--- config.mk ---
export PLATFORM = sky130hd
export DESIGN_NAME = stopwatch_timer_core
export DESIGN_NICKNAME = d
export VERILOG_FILES = /design/src/rtl/stopwatch_timer_core.sv
export SDC_FILE = /design/constraint.sdc
export NUM_CORES = 1
export LEC_CHECK = 0
export BUFFER_PORTS_ARGS = -buffer_cell sky130_fd_sc_hd__buf_2
export CAP_MARGIN = 20
export CORE_MARGIN = 1.5
export CORE_UTILIZATION = 38
export CTS_CLUSTER_DIAMETER = 100
export DETAILED_ROUTE_END_ITERATION = 10
export SLEW_MARGIN = 20
export SYNTH_ARGS = -nofsm -noshare
export SYNTH_HDL_FRONTEND = slang
export SYNTH_SLANG_ARGS = --single-unit
export TNS_END_PERCENT = 1
--- constraint.sdc ---
create_clock -name clk -period 6.9 [get_ports clk]
set_clock_uncertainty 0.15 [all_clocks]
set_input_delay 0.345 -clock clk [delete_from_list [all_inputs] [get_ports clk]]
set_output_delay 0.345 -clock clk [all_outputs]
set_load 0.02 [all_outputs]
--- src/rtl/stopwatch_timer_core.sv ---
// Up/down stopwatch-timer with per-field editing, pause/resume and optional auto-reload.
// Build option: define STOPWATCH_LAP_EN to add the lap input and lap_time capture register.
module stopwatch_timer_core #(
  parameter int CLK_HZ      = 100_000_000,
  parameter int TICK_HZ     = 100,
  parameter int AUTO_RELOAD = 0
) (
  input  logic        clk,
  input  logic        rst,
  input  logic        mode_down,
  input  logic        run_toggle,
  input  logic        clear,
  input  logic        inc,
  input  logic        dec,
  input  logic [1:0]  sel_field,
`ifdef STOPWATCH_LAP_EN
  input  logic        lap,
  output logic [23:0] lap_time,
`endif
  output logic [6:0]  cs,
  output logic [5:0]  sec,
  output logic [5:0]  min,
  output logic [4:0]  hour,
  output logic        running,
  output logic        timeout,
  output logic        done
);

  localparam int DIV = CLK_HZ / TICK_HZ;
  localparam int PW  = (DIV > 1) ? $clog2(DIV) : 1;
  localparam logic [PW-1:0] PRESC_LAST = PW'(DIV - 1);
  localparam logic [6:0]    CS_LAST    = 7'(TICK_HZ - 1);

  // Field layout inside the packed {hour,min,sec,cs} time word.
  localparam int FW   [4] = '{7, 6, 6, 5};
  localparam int FO   [4] = '{0, 7, 13, 19};
  localparam int FMAX [4] = '{TICK_HZ - 1, 59, 59, 23};

  typedef enum logic [1:0] {S_IDLE, S_RUN, S_PAUSE, S_DONE} state_t;

  state_t         state_reg;
  logic [PW-1:0]  presc_reg;
  logic [6:0]     cs_reg;
  logic [5:0]     sec_reg;
  logic [5:0]     min_reg;
  logic [4:0]     hour_reg;
  logic [23:0]    preset_reg;
  logic           mode_reg;
  logic           running_reg;
  logic           timeout_reg;
  logic           done_reg;

  logic [23:0]    time_cur;
  logic [23:0]    time_edit;
  logic           edit_en;
  logic           tick;
  logic           expire;
  logic           start_ok;

  logic [6:0] up_cs, dn_cs;
  logic [5:0] up_sec, dn_sec, up_min, dn_min;
  logic [4:0] up_hour, dn_hour;
  logic       dn_zero;

  assign time_cur = {hour_reg, min_reg, sec_reg, cs_reg};
  assign edit_en  = inc ^ dec;
  assign tick     = (state_reg == S_RUN) && (presc_reg == PRESC_LAST);
  assign start_ok = !(mode_down && (time_cur == '0));

  // Selected field steps by one and wraps inside its own range; other fields pass through.
  genvar gi;
  generate
    for (gi = 0; gi < 4; gi++) begin : g_field
      localparam int W = FW[gi];
      localparam int O = FO[gi];
      localparam logic [W-1:0] LAST = W'(FMAX[gi]);
      logic [W-1:0] v;
      logic [W-1:0] v_inc;
      logic [W-1:0] v_dec;
      assign v     = time_cur[O +: W];
      assign v_inc = (v >= LAST) ? '0 : v + W'(1);
      assign v_dec = (v == '0) ? LAST : v - W'(1);
      assign time_edit[O +: W] = (sel_field != 2'(gi)) ? v :
                                 (inc && !dec)         ? v_inc :
                                 (dec && !inc)         ? v_dec : v;
    end
  endgenerate

  always_comb begin
    up_cs   = cs_reg + 7'd1;
    up_sec  = sec_reg;
    up_min  = min_reg;
    up_hour = hour_reg;
    if (cs_reg >= CS_LAST) begin
      up_cs  = '0;
      up_sec = sec_reg + 6'd1;
      if (sec_reg >= 6'd59) begin
        up_sec = '0;
        up_min = min_reg + 6'd1;
        if (min_reg >= 6'd59) begin
          up_min  = '0;
          up_hour = (hour_reg >= 5'd23) ? 5'd0 : hour_reg + 5'd1;
        end
      end
    end
  end

  always_comb begin
    dn_cs   = cs_reg - 7'd1;
    dn_sec  = sec_reg;
    dn_min  = min_reg;
    dn_hour = hour_reg;
    if (cs_reg == '0) begin
      dn_cs  = CS_LAST;
      dn_sec = sec_reg - 6'd1;
      if (sec_reg == '0) begin
        dn_sec = 6'd59;
        dn_min = min_reg - 6'd1;
        if (min_reg == '0) begin
          dn_min  = 6'd59;
          dn_hour = (hour_reg == '0) ? 5'd23 : hour_reg - 5'd1;
        end
      end
    end
  end

  assign dn_zero = ({dn_hour, dn_min, dn_sec, dn_cs} == '0);
  assign expire  = tick && mode_reg && dn_zero;

  always_ff @(posedge clk or negedge rst) begin
    if (!rst) begin
      state_reg   <= S_IDLE;
      presc_reg   <= '0;
      {hour_reg, min_reg, sec_reg, cs_reg} <= '0;
      preset_reg  <= '0;
      mode_reg    <= 1'b0;
      running_reg <= 1'b0;
      timeout_reg <= 1'b0;
      done_reg    <= 1'b0;
    end else begin
      timeout_reg <= 1'b0;
      if (clear) begin
        state_reg   <= S_IDLE;
        presc_reg   <= '0;
        {hour_reg, min_reg, sec_reg, cs_reg} <= '0;
        running_reg <= 1'b0;
        done_reg    <= 1'b0;
      end else begin
        case (state_reg)
          S_IDLE: begin
            if (run_toggle && start_ok) begin
              state_reg   <= S_RUN;
              preset_reg  <= time_cur;
              mode_reg    <= mode_down;
              presc_reg   <= '0;
              running_reg <= 1'b1;
            end else if (edit_en) begin
              {hour_reg, min_reg, sec_reg, cs_reg} <= time_edit;
            end
          end
          S_RUN: begin
            presc_reg <= tick ? '0 : presc_reg + PW'(1);
            if (tick) begin
              if (!mode_reg) begin
                {hour_reg, min_reg, sec_reg, cs_reg} <= {up_hour, up_min, up_sec, up_cs};
              end else if (dn_zero && (AUTO_RELOAD != 0)) begin
                {hour_reg, min_reg, sec_reg, cs_reg} <= preset_reg;
              end else begin
                {hour_reg, min_reg, sec_reg, cs_reg} <= {dn_hour, dn_min, dn_sec, dn_cs};
              end
              timeout_reg <= mode_reg && dn_zero;
            end
            // Expiry wins over a coincident pause request.
            if (expire && (AUTO_RELOAD == 0)) begin
              state_reg   <= S_DONE;
              running_reg <= 1'b0;
              done_reg    <= 1'b1;
            end else if (run_toggle) begin
              state_reg   <= S_PAUSE;
              running_reg <= 1'b0;
            end
          end
          S_PAUSE: begin
            if (run_toggle) begin
              state_reg   <= S_RUN;
              running_reg <= 1'b1;
            end else if (edit_en) begin
              {hour_reg, min_reg, sec_reg, cs_reg} <= time_edit;
            end
          end
          default: begin
          end
        endcase
      end
    end
  end

`ifdef STOPWATCH_LAP_EN
  logic [23:0] lap_time_reg;

  always_ff @(posedge clk or negedge rst) begin
    if (!rst) begin
      lap_time_reg <= '0;
    end else if (clear) begin
      lap_time_reg <= '0;
    end else if (lap && (state_reg == S_RUN)) begin
      lap_time_reg <= time_cur;
    end
  end

  assign lap_time = lap_time_reg;
`endif

  assign cs      = cs_reg;
  assign sec     = sec_reg;
  assign min     = min_reg;
  assign hour    = hour_reg;
  assign running = running_reg;
  assign timeout = timeout_reg;
  assign done    = done_reg;

endmodule

# Word level (Yosys, flattened, before mapping)
# Cells that the tools add are included.
# totals
input_bits,9
latch_bits,0
rom_bits,0
ramBits,0
n_memories,0
elab_cells,153
register_bits,50
# op_classes
mul,0
magnitude_cmp,4
eq_ne,15
n_div,0
n_reduce_logical,31
bitwise,2
addsub,9
shifts,0
n_mux,82
# op_table
cell,n
6-bit two-way mux,28
5-bit two-way mux,17
7-bit two-way mux,11
20-bit two-way mux,3
24-bit zero test,2
20-bit one-hot mux with 2 select lines,1
6-bit one-hot mux with 3 select lines,2
7-bit one-hot mux with 3 select lines,1
20-bit by 1-bit adder with 20-bit output (second input constant),1
20-bit equality test (second input constant),1
3-bit != test (second input constant),5
5-bit one-hot mux with 3 select lines,1
6-bit by 1-bit adder with 6-bit output (second input constant),2
6-bit greater-or-equal comparator (second input constant),2
6-bit zero test,2
4-bit by 3-bit != test with 1-bit output (second input constant),3
6-bit by 1-bit subtractor with 6-bit output (second input constant),2
1-bit two-way mux,11
2-bit two-way mux,5
1-bit logical AND,8
4-bit AND reduction,2
7-bit by 1-bit adder with 7-bit output (second input constant),1
7-bit greater-or-equal comparator (second input constant),1
7-bit zero test,1
other kinds (24),30

# Longest topological paths before layout
# Gate-level depths: netlist of run 1.
# logic_depth
depth_word,10
mapped_depth,11
depth_no_buf,9

# Least setup slack after synthesis of run 1
# OpenSTA, ideal clock, no wires.
# synth_timing
kind,register to register
startpoint,register min_reg[0] (netlist: min[0])
endpoint,register running_reg (netlist: running)
required_time_ps,6630
path_slack_ps,3776
period_less_slack_ps,3124
setup_time_ps,120
arrival_time_ps,2854
stages_incl_launch_ff,12
cell_sequence,dfrtp_1 -> clkbuf_1 -> inv_1 -> ha_1 -> or3b_1 -> or3_1 -> buf_2 -> nor2_8 -> o21ai_0 -> o2bb2ai_1 -> or4_1 -> and3_1
# synth_between
elab_chain_len,9
word_cells_on_any_way,20
cone_classes,add/sub: 1; eq/ne: 2; mux: 9; reduce/logical: 8
# synth_lines
item,line,text
start: declaration,45,logic [5:0] min_reg;
start signal: assignment,158,"{hour_reg, min_reg, sec_reg, cs_reg} <= time_edit;"
start signal: assignment,165,"{hour_reg, min_reg, sec_reg, cs_reg} <= {up_hour, up_min, up_sec, up_cs};"
start signal: assignment,167,"{hour_reg, min_reg, sec_reg, cs_reg} <= preset_reg;"
6-bit by 1-bit subtractor with 6-bit output / 6-bit zero test (equally long branches),"118, 119",
6-bit two-way mux / 5-bit two-way mux (equally long branches),119,if (min_reg == '0) begin
6-bit two-way mux / 5-bit two-way mux (equally long branches),116,if (sec_reg == '0) begin
6-bit two-way mux / 5-bit two-way mux (equally long branches),113,if (cs_reg == '0) begin
24-bit zero test,127,"assign dn_zero = ({dn_hour, dn_min, dn_sec, dn_cs} == '0);"
1-bit logical AND,128,assign expire = tick && mode_reg && dn_zero;
1-bit two-way mux,174,if (expire && (AUTO_RELOAD == 0)) begin
1-bit one-hot mux with 3 select lines,149,case (state_reg)
1-bit two-way mux,142,if (clear) begin
end signal: assignment,146,running_reg <= 1'b0;
end signal: assignment,176,running_reg <= 1'b0;
end signal: assignment,180,running_reg <= 1'b0;
end: declaration,49,logic running_reg;
# Parallel ways exist; a longest one is shown, timed or not.
# A chain may end at the register's enable or synchronous reset.

# Worst setup path after layout of run 1
# layout_timing
startpoint,register sec_reg[0] (netlist: sec[0])
endpoint,register state_reg[1]
# layout_between
elab_chain_len,8
word_cells_on_any_way,20
cone_classes,add/sub: 1; eq/ne: 2; mux: 9; reduce/logical: 8
# layout_lines
item,line,text
start: declaration,44,logic [5:0] sec_reg;
start signal: assignment,158,
start signal: assignment,165,
start signal: assignment,167,
6-bit by 1-bit subtractor with 6-bit output / 6-bit zero test (equally long branches),"115, 116",
6-bit two-way mux / 5-bit two-way mux (equally long branches),116,
6-bit two-way mux / 5-bit two-way mux (equally long branches),113,
24-bit zero test,127,
1-bit logical AND,128,
2-bit two-way mux,174,
2-bit one-hot mux with 3 select lines,149,
2-bit two-way mux,142,
end signal: assignment,143,state_reg <= S_IDLE;
end signal: assignment,152,state_reg <= S_RUN;
end signal: assignment,175,state_reg <= S_DONE;
end: declaration,41,state_t state_reg;
# Parallel ways exist; a longest one is shown, timed or not.

==> flow_metrics.py, run 1 <==
metrics = {
    "synth": {
        "synthesis.nets": 592,
        "yosys_register_bits": 50,
        "synthSimpleGateAreaFrac_pct": 29.7,
        "ys_top_cells_by_area": "dfrtp_1 29%, o21ai_0 7.4%, nor2_1 5.7%",
        "ys_seq_area_share_pct": 29.1,
        "syn_area_per_cell_um2": 7.52,
        "synth-main-ff-cell": "dfrtp_1",
        "synth.area.mux_share_pct": 1.45,
        "synth-edff-count": 0,
        "synth-xor-area-share_pct": 2.65,
        "ys_warn_count": 0,
        "yosysTopAreaCell": "dfrtp_1",
        "synth_top_area_share_pct": 29.1,
        "ys_types": 67,
        "syn_inst": 572,
        "synth_fa_ha_area_share_pct": 3.20,
        "synth_compound_area_share_pct": 28.5,
        "ys_async_sr_fraction_pct": 100,
        "synth_top_family_by_area": "simple AND/OR/NAND/NOR gates",
        "synth_area_um2": 4300,
    },
    "clock_network": {
        "cts_tree": "built",
        "clk_pin_slew_worst_paths_ns": 0.08,
        "numCtsBuffers": 5,
        "cts_setup_buffers": 0,
        "cts_hold_buf": 0,
        "clock_latency_ns": 0.31,
        "clockBufferDepth": 2,
        "cts_sinks": 50,
        "htreeDepth": 2,
        "cts_root_buf": "clkbuf_16",
        "cts_resized": 0,
    },
    "drt": {
        "dr.pass1.iters": 5,
        "routed_via_density": 6.09,
        "routedWlPerCell_um": 17.2,
        "vias": 4380,
        "drc": 0,
        "drtAntennaViolNets": 0,
        "routed_wl_um": 12400,
        "drt-initial-drc-count": 474,
    },
    "die": {
        "fp-row-count": 38,
        "die_h_um": 109,
        "start_util_pct": 39.4,
        "fp.dieW_um": 109,
        "die_area_um2": 12000,
        "io_pins": 36,
        "core_um2": 10900,
    },
    "global_route": {
        "grt_pass1_vias": 3997,
        "grt_overflow": 0,
        "grt_start_max_net_pins": 51,
        "grt_pass1_wl_um": 20600,
        "track_usage_pct": 21.9,
        "antenna_found_initial": 0,
    },
    "sta": {
        "maxSlewHeadroom_pct": 31.7,
        "finalSetupViolations": 0,
        "holdWs_ns": 0.00616,
        "fin_crit_sh_pct": 47.9,
        "fin_crit_ns": 3.31,
        "worst_pin_slew_ns": 1.02,
        "hold_viol_final": 0,
        "rsz0062_at_grt": "no",
        "finalSetupTns_ns": 0,
        "drv_slew": 0,
        "worst_slack_ns": 3.59,
        "fmax_ghz": 0.303,
    },
    "cells_and_area": {
        "fin_util_pct": 42.7,
        "nets": 598,
        "area_delta_synth_final_pct": 8.55,
        "stdcell_area_um2": 4670,
        "drive_above_1_share_pct": 10.7,
        "largest_register_ffs": 20,
        "n_antenna_cell": 0,
        "final_cells": 719,
    },
    "critical_path": {
        "critPathKind": "reg2reg",
        "path_max_fanout": 12,
        "cp-end-kind": "register",
        "crit_required_ns": 6.98,
        "critPathLaunchType": "register",
        "cp.arrival_ns": 3.39,
    },
    "power_and_ir_drop": {
        "power.density_nw_per_um2": 376,
        "total_power_mw": 1.76,
        "p_leak_nw": 1.91,
        "ir_drop_uv": 181,
    },
    "place": {
        "dp_slack_ns": 3.63,
        "port_buffers": 35,
        "place_congestion": 0.896,
        "dp_hpwl_um": 8840,
        "dp_cells": 710,
        "dpl-instance-area_um2": 4510,
    },
    "worst_hold_path": {
        "min_path_type": "in2async",
    },
    "flow_run": {
        "drv_cap": 0,
    },
    "status": {
        "outcome": "complete, no violations",
    },
}
## layout by cell type, fill, tap and decap left out, types with 8 or more instances in the layout
cell	instances
a31oi_1	11
dfrtp_1	50
ha_1	11
or3_1	11
a21oi_1	44
nand2_1	50
and3_1	10
o21ai_0	64
nand3_1	21
nor2_1	65
buf_2	35
nor3_1	21
inv_1	18
o31ai_1	8
## path summary, 6_finish.rpt
| kind | start | end | slack (ns) | cells past startpoint |
|---|---|---|---|---|
| setup / recovery | sec[0] | state_reg[1] | 3.59 | 9 |
| hold / removal | rst | presc_reg[9] | 0.006 | 2 |
| setup reg to reg | sec[0] | state_reg[1] | 3.59 | 9 |
| hold reg to reg | presc_reg[19] | presc_reg[19] | 0.37 | 1 |
| max in group asynchronous | rst | min[0] | 6.14 | 2 |
| min in group clk | mode_down | mode_reg | 0.16 | 2 |
## Yosys cell counts (4+ instances only)
library cell	n
a21oi_1	44
dfrtp_1	50
nand3_1	21
or3_1	11
and3_1	10
xnor2_1	7
a31oi_1	11
inv_1	18
nor2_1	65
and2_1	5
nand2b_1	7
o22ai_1	5
o32ai_1	6
nor2b_1	7
clkbuf_1	32
o22a_1	5
o31a_1	4
a211oi_1	4
nor4_1	5
nor3_1	21
or4_1	6
ha_1	11
nand2_1	50
buf_2	7
o31ai_1	8
o21ai_0	64
xor2_1	6
nand4_1	7
o211ai_1	4
a22o_1	6
nor4b_1	5
mux2i_1	4
## metal layers
metal	wire (um)	up-vias	global-route usage (%)
met4	144	0	5.75
met5	0	-	0
met1	5850	2093	30.4
li1	-	2141	-
met2	5740	134	34.9
met3	670	12	4.21
## where the power goes
part           internal, mW  switching, mW  leakage (nW)  total, mW
combinational         0.363          0.581          1.17      0.945
sequential            0.350          0.192         0.672      0.542
clock                 0.139          0.129        0.0763      0.269
total                 0.853          0.902          1.91       1.76
## kinds of logic (layout without fill, tap and decap cells)
kind of cell | Yosys count | after routing
compound gates | 192 | 192
xor+xnor | 13 | 13
fa+ha+maj | 11 | 11
buf+inv | 58 | 65
simple gates | 242 | 242
flops | 50 | 50
mux | 6 | 6
## cell type report
cell class,count,area [um^2]
Inverter,18,67.6
Multi-Input combinational cell,464,2820
Clock buffer,5,125
Tap cell,140,175
Sequential cell,50,1250
Timing Repair Buffer,39,205
Fill cell,1147,6260
Clock inverter,3,28.8
## worst max-delay path, cell delays in order (launching register included)
cell,delay (ns)
dfrtp_1,0.53
inv_1,0.12
ha_1,0.37
nor2b_1,0.33
nand4_2,0.39
nor2_8,0.29
and4_1,0.22
o21ai_0,0.13
or4_1,0.54
a21oi_1,0.16
(Power assumes the default switching activity.)
==> run 2, diff against run 1 <==
ABC_AREA = 1   (was unset)
clock period = 3.2 ns   (was 6.9 ns; I/O delays follow)
==> run 2 against run 1 <==
Worst hold slack gained 0.012 ns. Total power grew to 2.7 times the previous value. Worst setup slack lost 3.2 ns. Area after synthesis grew 0.64%. Highest routed layer unchanged. Core utilization grew 1.4 points. Largest power group unchanged. Sequential share of layout area shrank 0.93 points. Non-clock buffer count grew 6. Combinational power grew to 3.2 times the previous value.
==> flow_metrics.py, run 2 <==
metrics = {
    "drt": {
        "routedWlPerCell_um": 14.8,
        "vias": 4535,
        "dr.pass1.iters": 5,
        "routed_wl_um": 12400,
        "routed_via_density": 5.41,
        "drtAntennaViolNets": 0,
        "drc": 0,
        "drt-initial-drc-count": 359,
    },
    "cells_and_area": {
        "largest_register_ffs": 20,
        "n_antenna_cell": 0,
        "drive_above_1_share_pct": 13.3,
        "stdcell_area_um2": 4840,
        "final_common_cell": "nand2_1",
        "nFillCells": 1136,
        "area_delta_synth_final_pct": 11.8,
        "nets": 718,
        "fin_util_pct": 44.1,
        "layout_common_cells": "174 x nand2_1, 82 x inv_1, 62 x nor2_1",
    },
    "synth": {
        "synth-main-ff-cell": "dfrtp_1",
        "yosys-top-cells-count": "174 x nand2_1, 82 x inv_1, 62 x nor2_1",
        "ys_types": 48,
        "yosysTopAreaCell": "dfrtp_1",
        "syn_area_per_cell_um2": 6.58,
        "synth_area_um2": 4330,
        "synth-edff-count": 0,
        "synth.most_common_cell": "nand2_1",
        "ys_seq_area_share_pct": 28.9,
        "syn_inst": 658,
        "ys_async_sr_fraction_pct": 100,
        "yosys_register_bits": 50,
        "ys_top_cells_by_area": "dfrtp_1 29%, nand2_1 15%, inv_1 7.1%",
        "synthesis.nets": 678,
        "ys_warn_count": 0,
        "synth_top_area_share_pct": 28.9,
    },
    "sta": {
        "rsz0062_at_grt": "no",
        "fmax_ghz": 0.354,
        "maxSlewHeadroom_pct": 57.3,
        "finalSetupTns_ns": 0,
        "finalSetupViolations": 0,
        "drv_slew": 0,
        "holdWs_ns": 0.0179,
        "worst_pin_slew_ns": 0.641,
        "hold_viol_final": 0,
        "fin_crit_ns": 2.83,
        "fin_crit_sh_pct": 88.3,
    },
    "clock_network": {
        "numCtsBuffers": 5,
        "cts_tree": "built",
        "cts_sinks": 50,
        "cts_setup_buffers": 0,
        "cts_root_buf": "clkbuf_16",
        "clock_latency_ns": 0.29,
        "cts_resized": 0,
        "clockBufferDepth": 2,
        "htreeDepth": 2,
        "clk_pin_slew_worst_paths_ns": 0.07,
    },
    "power_and_ir_drop": {
        "p_sw_share_pct": 54.8,
        "switchingPower_mw": 2.59,
        "p_seq_share_pct": 22.7,
        "ir_drop_uv": 406,
        "power.density_nw_per_um2": 978,
        "combPwrFrac_pct": 64.3,
        "p_int_mw": 2.14,
        "power.share.clock_pct": 12.9,
        "p_leak_nw": 2.29,
    },
    "global_route": {
        "antenna_found_initial": 0,
        "grt_overflow": 0,
        "track_usage_pct": 22.0,
        "grt_pass1_vias": 4220,
        "grt_pass1_wl_um": 20700,
        "grt_start_max_net_pins": 29,
    },
    "die": {
        "die_h_um": 110,
        "start_util_pct": 39.4,
        "die_area_um2": 12000,
        "core_um2": 11000,
        "fp.dieW_um": 110,
        "io_pins": 36,
        "fp-row-count": 38,
    },
    "critical_path": {
        "path_max_fanout": 11,
        "critPathLaunchType": "register",
        "crit_required_ns": 3.23,
        "cp-end-kind": "register",
        "cp.arrival_ns": 2.85,
        "critPathKind": "reg2reg",
    },
    "place": {
        "port_buffers": 35,
        "place_congestion": 0.918,
        "dp_hpwl_um": 9740,
        "dpl-instance-area_um2": 4670,
    },
    "worst_hold_path": {
        "min_path_type": "in2reg",
    },
    "flow_run": {
        "drv_cap": 0,
    },
    "status": {
        "outcome": "complete, no violations",
    },
}
[run 2: cell count changes after synthesis, sizes merged, moves of 8 or more]
cell	delta
nand2	+129
inv	+68
nand3	+36
clkbuf	-31
a21oi	-24
o21ai	-17
nor2	+13
or3	-11
and3	-9
nor3	+9
a31oi	-8
or4	-8
[run 2: per-layer routing]
layer	global-route usage (%)	wire (um)
met2	37.6	5920
met5	0	0
met4	4.36	111
met1	29.8	5780
met3	2.43	628
[run 2: timing repair]
item,CTS,global route
setup endpoints to repair,0,0
hold buffers,1,0
endpoints found under the hold margin,27,0
[run 2: layout make-up]
class	instances	area (um^2)	area share [%]
Multi-Input combinational cell	507	2660	55.0
Sequential cell	50	1250	25.8
Inverter	89	334	6.90
Timing Repair Buffer	45	253	5.22
Tap cell	140	175	3.62
Clock buffer	5	125	2.58
Clock inverter	2	38.8	0.801
[run 2: power by group through the flow]
stage                     combinational [mW]  clock, mW  sequential (mW)
final                                   3.05      0.613             1.08
after global routing                    3.39      0.656             1.11
after CTS                               3.03      0.628             1.08
after floorplan                         2.19          0             1.14
after detailed placement                3.01          0             1.09
after global placement                  2.99          0             1.09
[run 2: worst paths after layout]
kind	to	startpoint	cells after the start	slack, ns
max reg2reg	state_reg[0]	cs[0]	15	0.37
min reg2reg	running	running	2	0.35
min	timeout	clear	2	0.02
max in group asynchronous	min[1]	rst	3	1.87
min in group asynchronous	sec[0]	rst	2	0.28
max	state_reg[0]	cs[0]	15	0.37
[run 2: critical path, stage by stage (launching register included)]
cell     delay [ns]
dfrtp_1        0.46
inv_1          0.17
ha_1           0.27
nand2_1        0.08
nor2_1         0.08
nand2_1        0.23
nor2_1         0.42
nand2_1        0.10
nand2_1        0.10
nand3_1        0.09
nor2_2         0.15
nand3_2        0.11
nand3_2        0.10
nand3_2        0.08
nand2_1        0.08
nand2_1        0.05
[run 2: cell families after synthesis]
logic type      synth area share [%]
compound gates                  14.4
simple gates                    40.6
fa+ha+maj                       3.18
xor+xnor                        3.03
buf+inv                         9.62
mux                            0.260
flops                           28.9
[run 2: stage by stage]
step           cells  power (mW)  worst slack (ns)
5_1_grt          838        5.16            0.0109
2_1_floorplan    658        3.32             0.796
6_report         838        4.73             0.375
3_3_place_gp     830        4.08             0.482
4_1_cts          838        4.73             0.376
3_5_place_dp     830        4.10             0.383
==> run 3, diff against run 2 <==
ABC_AREA = 0   (was 1)
==> run 3 against run 2 <==
Critical path depth decreased by 6. Worst hold slack improved by 0.077 ns. Clock-buffer cell count unchanged. Final cell count decreased by 9.4%. Core utilization increased by 1.5 points. First-iteration DRC count increased by 30%. Die area decreased by 0.62%. Fmax decreased by 5.3%. Global-route usage increased by 0.89 points. Combinational power decreased by 14%. Final area increased by 3.0%. Largest power group unchanged.
==> flow_metrics.py, run 3 (same netlist as run 1, synthesis figures left out) <==
metrics = {
    "critical_path": {
        "cp.arrival_ns": 3.04,
        "critPathKind": "reg2reg",
        "path_buf_inv": 1,
        "path_cells": "inv_1 > ha_1 > or3b_1 > or3_1 > nor2_8 > o21ai_0 > o2bb2ai_1 > or4_1 > and3_1",
        "cp_slowest_stage_delay_ns": 0.57,
        "cp-end-kind": "register",
        "path_max_fanout": 10,
        "r2r_cells": 9,
        "cp_top_family": "simple AND/OR/NAND/NOR gates",
        "r2r-start": "min[0]",
        "critPathLaunchType": "register",
        "crit_required_ns": 3.25,
        "rr_endpoint": "running",
        "cp_num_cells": 9,
        "cp_slowest_cell": "or4_1",
        "r2r_setup_slack_ns": 0.22,
    },
    "die": {
        "die_h_um": 109,
        "fp-row-count": 38,
        "fp.dieW_um": 109,
        "core_um2": 10900,
        "die_area_um2": 12000,
        "start_util_pct": 39.4,
        "io_pins": 36,
    },
    "cells_and_area": {
        "nets": 638,
        "area_delta_synth_final_pct": 15.9,
        "largest_register_ffs": 20,
        "nFillCells": 1105,
        "ff_latch_area_um2": 1250,
        "drive_above_1_share_pct": 16.5,
        "multi_input_area_um2": 2830,
        "n_antenna_cell": 0,
        "layout_common_cells": "65 x nor2_1, 64 x o21ai_0, 50 x nand2_1, 50 x dfrtp_1, 44 x a21oi_1",
        "final_common_cell": "nor2_1",
    },
    "worst_hold_path": {
        "min_path_type": "in2reg",
        "holdPathEnd": "state_reg[0]",
        "hold_depth": 3,
        "holdCritStartpoint": "run_toggle",
    },
    "drt": {
        "drc": 0,
        "routedWlPerCell_um": 17.3,
        "vias": 4578,
        "route.met3.wl_um": 862,
        "drt-initial-drc-count": 465,
        "met2_length_um": 6120,
        "wl_met1_um": 5810,
        "dr.pass1.iters": 5,
        "routed_wl_um": 13100,
        "maxUsedRoutingLayer": "met4",
        "routed_via_density": 6.03,
        "drtAntennaViolNets": 0,
    },
    "sta": {
        "maxSlewHeadroom_pct": 44.0,
        "drv_slew": 0,
        "hold_viol_final": 0,
        "holdWs_ns": 0.0949,
        "finalSetupViolations": 0,
        "worst_pin_slew_ns": 0.837,
        "finalSetupTns_ns": 0,
        "fmax_ghz": 0.335,
        "rsz0062_at_grt": "no",
        "fin_crit_sh_pct": 93.2,
        "fin_crit_ns": 2.98,
    },
    "global_route": {
        "grt_start_max_net_pins": 28,
        "grt_pass1_vias": 4167,
        "antenna_found_initial": 0,
        "grt_pass1_wl_um": 21200,
        "grt_overflow": 0,
        "track_usage_pct": 22.8,
    },
    "status": {
        "outcome": "complete, no violations",
    },
    "clock_network": {
        "clock_latency_ns": 0.31,
        "clockBufferDepth": 2,
        "cts_sinks": 50,
        "cts_root_buf": "clkbuf_16",
        "cts_tree": "built",
        "numCtsBuffers": 5,
        "cts_setup_buffers": 0,
        "htreeDepth": 2,
        "clk_pin_slew_worst_paths_ns": 0.08,
    },
    "power_and_ir_drop": {
        "power.density_nw_per_um2": 832,
        "p_leak_nw": 2.11,
        "ir_drop_uv": 406,
    },
    "flow_run": {
        "drv_cap": 0,
    },
    "place": {
        "port_buffers": 35,
        "dp_hpwl_um": 9770,
        "place_congestion": 0.890,
    },
}
-- run 3: stage by stage --
step	total power, mW	area, um^2	cells	utilization [%]	setup slack (ns)
after global routing	4.48	4990	759	45.6	0.0175
after CTS	4.12	4970	759	45.5	0.180
after detailed placement	3.52	4800	749	43.9	0.203
after global placement	3.49	4800	749	43.9	0.265
after floorplan	2.67	4300	572	-	0.0761
final	4.15	4990	759	45.6	0.217
-- run 3: routing by layer --
metal | up-vias | global-route usage [%]
li1 | 2214 | -
met1 | 2176 | 29.9
met2 | 164 | 36.3
met3 | 24 | 4.68
met4 | 0 | 9.83
met5 | - | 0
-- run 3: cell type report --
cell class,instances,share of cell area [%]
tap,140,3.51
inverter,18,1.35
multi-input combinational,464,56.8
sequential,50,25.1
clock inverter,3,0.527
timing repair buffer,79,10.2
clock buffer,5,2.51
-- run 3: repair_timing --
item                       4_1_cts  5_1_grt
resized for setup                0        3
setup endpoints to repair        0        3
hold endpoints to repair        24        0
hold buffers                     2        0
-- run 3: worst reg2reg max path: stages, from the launching register on --
cell and delay, ns:
dfrtp_1 0.38, inv_1 0.10, ha_1 0.17, or3b_1 0.40, or3_1 0.47, nor2_8 0.19, o21ai_0 0.12, o2bb2ai_1 0.14
or4_1 0.57, and3_1 0.18
-- run 3: power by group --
part	internal, mW	leakage, nW	switching, mW
clock	0.298	0.0748	0.286
sequential	0.759	0.672	0.173
combinational	1.04	1.37	1.59
total	2.10	2.11	2.05
-- run 3: worst max-delay path by stage --
stage / end / slack, ns / from
after floorplan: running / 0.08 / min[0]
after global placement: running / 0.27 / cs[1]
after detailed placement: running / 0.20 / cs[1]
after CTS: running / 0.18 / cs[1]
after global routing: cs[0] / 0.02 / cs[1]
final: running / 0.22 / min[0]
